### src/rtl/multi_feynman_pipe.sv
// multi_feynman_pipe
//   Two-stage valid/ready pipeline implementing a multi-target Feynman (CNOT)
//   gate: the control line a is passed through as p, and each enabled target
//   line b_i is XORed with a to form q_i. Each bit position is an independent
//   gate lane.
//
// Parameters
//   WIDTH   : bits per line
//   TARGETS : number of target lines (1..16)
//   CNT_W   : width of the saturating completed-transaction counter
//
// Ports
//   clk       : clock, all state updates on the rising edge
//   rst       : synchronous active-high reset
//   in_valid  : input transaction present
//   in_ready  : block accepts input this cycle
//   a         : control line
//   b         : target lines, target i in b[i*WIDTH +: WIDTH]
//   tmask     : per-transaction target enable
//   out_valid : output transaction present
//   out_ready : downstream accepts output
//   p         : pass-through control line
//   q         : target results, same packing as b
//   par_ok    : XOR of all p/q bits equals XOR of all a/b bits
//   txn_cnt   : number of completed output transfers (saturating)
module multi_feynman_pipe #(
  parameter int WIDTH   = 1,
  parameter int TARGETS = 2,
  parameter int CNT_W   = 16
) (
  input  logic                       clk,
  input  logic                       rst,
  input  logic                       in_valid,
  output logic                       in_ready,
  input  logic [WIDTH-1:0]           a,
  input  logic [TARGETS*WIDTH-1:0]   b,
  input  logic [TARGETS-1:0]         tmask,
  output logic                       out_valid,
  input  logic                       out_ready,
  output logic [WIDTH-1:0]           p,
  output logic [TARGETS*WIDTH-1:0]   q,
  output logic                       par_ok,
  output logic [CNT_W-1:0]           txn_cnt
);

  // Stage 1 registers
  logic                     s1_valid;
  logic [WIDTH-1:0]         s1_a;
  logic [TARGETS*WIDTH-1:0] s1_b;
  logic [TARGETS-1:0]       s1_mask;

  // Stage 2 valid (data registers are the p/q/par_ok outputs)
  logic                     s2_valid;

  logic                     stall;
  logic [TARGETS*WIDTH-1:0] q_next;
  logic                     par_next;

  // A full, unaccepted output freezes the whole pipe; bubbles are not collapsed.
  assign stall     = s2_valid & ~out_ready;
  assign in_ready  = ~stall;
  assign out_valid = s2_valid;

  always_comb begin
    q_next = s1_b;
    for (int unsigned i = 0; i < TARGETS; i++) begin
      if (s1_mask[i]) begin
        q_next[i*WIDTH +: WIDTH] = s1_b[i*WIDTH +: WIDTH] ^ s1_a;
      end
    end
    // Parity of the result (p = a plus q) against parity of the operands.
    par_next = ((^s1_a) ^ (^q_next)) == ((^s1_a) ^ (^s1_b));
  end

  always_ff @(posedge clk) begin
    if (rst) begin
      s1_valid <= 1'b0;
      s1_a     <= '0;
      s1_b     <= '0;
      s1_mask  <= '0;
    end else if (!stall) begin
      s1_valid <= in_valid;
      if (in_valid) begin
        s1_a    <= a;
        s1_b    <= b;
        s1_mask <= tmask;
      end
    end
  end

  always_ff @(posedge clk) begin
    if (rst) begin
      s2_valid <= 1'b0;
      p        <= '0;
      q        <= '0;
      par_ok   <= 1'b1;
    end else if (!stall) begin
      s2_valid <= s1_valid;
      if (s1_valid) begin
        p      <= s1_a;
        q      <= q_next;
        par_ok <= par_next;
      end
    end
  end

  always_ff @(posedge clk) begin
    if (rst) begin
      txn_cnt <= '0;
    end else if (s2_valid && out_ready && (txn_cnt != '1)) begin
      txn_cnt <= txn_cnt + CNT_W'(1);
    end
  end

endmodule

### config.mk
export PLATFORM = sky130hd
export DESIGN_NAME = multi_feynman_pipe
export DESIGN_NICKNAME = d
export VERILOG_FILES = /design/src/rtl/multi_feynman_pipe.sv
export SDC_FILE = /design/constraint.sdc
export NUM_CORES = 1
export LEC_CHECK = 0
export CAP_MARGIN = 40
export CELL_PAD_IN_SITES_DETAIL_PLACEMENT = 0
export CELL_PAD_IN_SITES_GLOBAL_PLACEMENT = 1
export CORE_ASPECT_RATIO = 2
export CORE_MARGIN = 4
export CORE_UTILIZATION = 35
export CTS_CLUSTER_DIAMETER = 30
export DETAILED_ROUTE_END_ITERATION = 8
export PLACE_DENSITY_LB_ADDON = 0.1
export REMOVE_ABC_BUFFERS = 1
export SYNTH_ARGS = -nofsm -noshare
export SYNTH_HDL_FRONTEND = slang
export SYNTH_SLANG_ARGS = --single-unit
### constraint.sdc
create_clock -name clk -period 2.4 [get_ports clk]
set_clock_uncertainty 0.2 [all_clocks]
set_input_delay 0.48 -clock clk [delete_from_list [all_inputs] [get_ports clk]]
set_output_delay 0.48 -clock clk [all_outputs]
set_load 0.05 [all_outputs]
# After elaboration in Yosys (flattened, before gate mapping)
# Cells that the tools add are included.
[totals] ff_bits=27 wordCells=27 out_inout_bits=22
[op_classes] add_sub_neg=1 mux=2 n_bitwise=7 n_reduce_logical=6 n_eq_ne=2
[op_table] operator="adder 16 x 1 -> 16 bit (second input constant)" count=1
[op_table] operator="inequality test 16 bit (second input constant)" count=1
[op_table] operator="AND reduction 2 bit" count=2
[op_table] operator="XOR reduction 2 bit" count=2
[op_table] operator="XOR 1 bit" count=4
[op_table] operator="logical AND 1 bit" count=2
[op_table] operator="2-to-1 mux 1 bit" count=2
[op_table] operator="NOT 1 bit" count=2
[op_table] operator="AND 1 bit" count=1
[op_table] operator="== test 1 bit" count=1

# Logic depth before layout (Yosys ltp)
[depth] ltp_word=5 ltp_mapped=6 mapped_depth_nobuf=5

# Worst setup path before layout
# No wires, ideal clock.
[synth_timing] path_kind="register to register" start="register s2_valid, in the netlist out_valid" end="register par_ok" period_less_slack_ns=2.412 required_time_ns=2.130 path_buffers=1 t_arrival_ns=2.142 path_stages_with_launch=7 setup_slack_ns=-0.012 path_cell_list="dfxtp_1 -> nor2b_1 -> clkinv_1 -> and2_1 -> clkbuf_1 -> and3_1 -> o21bai_1"
[synth_via] elab_chain_len=3
[synth_lines] element="start: declaration" line="53" rtl="logic s2_valid;"
[synth_lines] element="start signal: assignment" line="98" rtl="s2_valid <= s1_valid;"
[synth_lines] element="AND 1 bit" line="60" rtl="assign stall = s2_valid & ~out_ready;"
[synth_lines] element="NOT 1 bit (no source line)"
[synth_lines] element="via in_ready" line="34" rtl="output logic in_ready,"
[synth_lines] element="AND reduction 2 bit (no source line)"
[synth_lines] element="end signal: assignment" line="102" rtl="par_ok <= par_next;"
[synth_lines] element="end: declaration" line="42" rtl="output logic par_ok,"
# The timed path passes the listed nets, and every way through them passes these cells.
# A chain may end at the register's enable or synchronous reset.

# Worst setup path after layout
[layout_timing] start="register txn_cnt[2]" end="output txn_cnt[2]"
[layout_lines] element="start: declaration" line="43" rtl="output logic [CNT_W-1:0] txn_cnt"
[layout_lines] element="start signal: assignment" line="111" rtl="txn_cnt <= txn_cnt + CNT_W'(1);"
# No word-level cell between the ends.

==> reports/results.tsv <==
stage	metric	value	unit
status	status	finished, final reports clean	
drt	drc	0	
final_layout	drive_gt1_share	11.98	%
timing	hold_viol	0	
worst_setup_path	crit_fanout	8	
logic_synthesis	synthTopCellsByCount	dfxtp_1, a21oi_1, nand2_1, nor2_1, nand3_1	
timing	fin_setup_tns	0	ns
clock_tree	clk_latency	0.27	ns
grt	grt_pass1_wl	5561	microns
worst_setup_path	worstRegToRegCells	4	
final_layout	fillCellCount	374	
logic_synthesis	async_reset_ff_share	0	%
pwr	powerDensity	465.4	nW/um^2
final_layout	multi_input_area	719.4	sq um
drt	postRouteAntennaNets	0	
drt	wl_per_cell	13.68	microns
clock_tree	clkTransAtPathRegs	0.09	ns
timing	slew_viol_final	0	
drt	via_per_inst	5.195	
final_layout	antenna_cells	0	
worst_setup_path	r2r_end	txn_cnt[14]$_SDFFE_PP0P_	
logic_synthesis	synthTopCellsByArea	dfxtp_1, a21oi_1, nand2_1	
worst_setup_path	worst-path-stages	1	
logic_synthesis	netlist_instances	153	
clock_tree	cts.htree.levels	1	
timing	fin_crit_sh	94.99	%
final_layout	seqCellArea	540.5	sq um
worst_setup_path	path_buf_inv	1	
timing	whs	0.2738	ns
logic_synthesis	syn_area	1294	sq um
worst_setup_path	reg2reg_slack	0.35	ns
timing	rsz0062_at_grt	false	
clock_tree	cts_setup_buffers	0	
floorplanning	io_pins	31	
logic_synthesis	synth.top_cell.area_share	41.78	%
placed_design	place_area	1709	sq um
clock_tree	numCtsBuffers	3	
timing	slew_headroom	65.96	%
logic_synthesis	ys.flop_type	dfxtp_1	
grt	grt_usage	15.22	%
placed_design	globalplace.congestion	0.8498	
drt	first_iter_violations	5	
worst_setup_path	r2r-start	txn_cnt[2]$_SDFFE_PP0P_	
pwr	irDropWorstVdd	0.0003629	V
drt	first_pass_iters	4	
logic_synthesis	synth_edf_count	0	
clock_tree	cts_tree	done	
final_layout	final_nets	203	
worst_setup_path	worstSetupPathType	flop to primary output	
pwr	leakage	0.0006012	uW
grt	grt_pass1_vias	1208	
floorplanning	die_y	93.98	microns
placed_design	dp_hpwl	2696	microns
logic_synthesis	yosys_warnings	0	
timing	min_period	2.280	ns
final_layout	finalInstanceArea	1754	sq um
floorplanning	core_region_area	3607	sq um
placed_design	port_buffers	30	
floorplanning	die_area	4792	sq um
clock_tree	cts_sinks	27	
floorplanning	die_w	50.99	microns
worst_hold_path	hold_class	flop to flop	
worst_setup_path	path_cells	clkdlybuf4s50_1	
worst_setup_path	cp_slowest_cell	clkdlybuf4s50_1	
worst_setup_path	startpoint	txn_cnt[2]$_SDFFE_PP0P_	
timing	worst_pin_slew	0.5090	ns
floorplanning	initial_utilization	35.87	%
grt	overflow	0	
timing	setup_viol	0	
worst_setup_path	endpoint	txn_cnt[2]	
job	maxCapViolations	0	
logic_synthesis	netlist-cell-type-count	31	
clock_tree	clock_path_buffers	2	
grt	antenna_found_initial	0	
logic_synthesis	ys_seq_elements	27	
worst_setup_path	endpoint_kind	primary output	
drt	drt_wl_total	3297	microns
final_layout	syn2layout_area_growth	35.59	%
floorplanning	row_count	31	
logic_synthesis	synth_most_common_cell	dfxtp_1	
worst_setup_path	worstSetupStartpointType	flop	
drt	vias	1252	
logic_synthesis	synth_top_area_cell	dfxtp_1	
clock_tree	ctsHoldBuffers	0	
final_layout	fin_cells	241	
worst_setup_path	worst_ep_required_time	1.72	ns
clock_tree	root_buffer	clkbuf_8	
clock_tree	post_cts_resized	0	
worst_setup_path	worst_ep_arrival_time	1.60	ns
worst_setup_path	crit_family	buffers and inverters	
logic_synthesis	seq_area_frac_synth	41.78	%
logic_synthesis	avgSynthCellArea	8.456	sq um
worst_setup_path	slowest_delay	0.86	ns
placed_design	dp_cells	237	
grt	grt_max_degree	15	
timing	fmax	438.6	MHz
==> per-layer routing <==
metal | up-vias | GRT usage, % | part of all wire (%)
met4 | 0 | 7.416 | 2.6
met3 | 8 | 2.385 | 4.4
met2 | 32 | 29.96 | 59
li1 | 635 | - | -
met5 | - | 0 | 0
met1 | 577 | 14.29 | 34
==> registers in the layout, summed over array words and instances (netlist names) <==
| name | count |
|---|---|
| s1_valid | 1 |
| q | 2 |
| par_ok | 1 |
| s1_b | 2 |
| txn_cnt | 16 |
| p | 1 |
| s1_mask | 2 |
| out_valid | 1 |
| s1_a | 1 |
==> power breakdown <==
group / switching, uW / internal (uW)
sequential: 8.81 / 459
combinational: 48.3 / 37.0
clock: 145 / 119
==> per-stage QoR <==
stage	util (%)	total power, uW	setup WS, ns
floorplan	-	519.7	0.06948
global placement	47.38	563.7	0.1309
detailed placement	47.38	565.5	0.09525
CTS	48.63	829.6	0.09442
global route	48.63	854.5	0.04245
finish	48.63	816.4	0.1202
==> worst min-delay path by stage <==
stage,start,endpoint,depth (start not counted)
6_report,s1_b[0]$_SDFFE_PP0P_,s1_b[0]$_SDFFE_PP0P_,2
4_1_cts,s1_b[0]$_SDFFE_PP0P_,s1_b[0]$_SDFFE_PP0P_,2
2_1_floorplan,s1_valid$_SDFFE_PP0N_,s1_valid$_SDFFE_PP0N_,2
3_5_place_dp,s1_b[0]$_SDFFE_PP0P_,s1_b[0]$_SDFFE_PP0P_,2
5_1_grt,s1_b[1]$_SDFFE_PP0P_,s1_b[1]$_SDFFE_PP0P_,2
3_3_place_gp,s1_b[1]$_SDFFE_PP0P_,s1_b[1]$_SDFFE_PP0P_,2
==> area by class of cell <==
type	instances	area share (%)
inverter	4	0.8559
tap	49	3.495
sequential	27	30.81
clock buffer	4	2.568
timing repair buffer	40	21.26
multi-input combinational	117	41.01
==> worst min-delay path: stages, from the launching register on <==
cell	delay (ns)
dfxtp_1	0.33
nand2_1	0.05
a21oi_1	0.05
==> logic make-up (layout without fill, tap and decap cells) <==
family                   after synthesis  after routing  share of synthesized area, %
AND/OR/NAND/NOR                       73             73                         30.17
AO/OA/AOI/OAI                         32             32                         15.76
flip-flops                            27             27                         41.78
buffers and inverters                  9             48                         2.611
multiplexers                           8              8                         6.673
XOR/XNOR                               3              3                         2.031
adder cells (fa/ha/maj)                1              1                        0.9670
==> cell usage in the layout, fill, tap and decap left out, drive strengths merged <==
master | netlist | routed
o41ai | 2 | 2
and4 | 2 | 2
o31ai | 3 | 3
o21bai | 1 | 1
buf | 0 | 11
clkinv | 1 | 1
inv | 3 | 3
a211oi | 6 | 6
o21ai | 2 | 2
mux2 | 5 | 5
ha | 1 | 1
nand2b | 3 | 3
mux2i | 3 | 3
nor2 | 15 | 15
or4 | 6 | 6
nor4 | 1 | 1
nand3 | 10 | 10
a2111oi | 1 | 1
nor3 | 4 | 4
nor2b | 7 | 7
nand4 | 5 | 5
xor2 | 3 | 3
clkdlybuf4s50 | 0 | 29
or3 | 1 | 1
nand2 | 16 | 16
a31oi | 1 | 1
dfxtp | 27 | 27
and2 | 2 | 2
and3 | 1 | 1
a21oi | 16 | 16
clkbuf | 5 | 4
(Power assumes the default switching activity.)
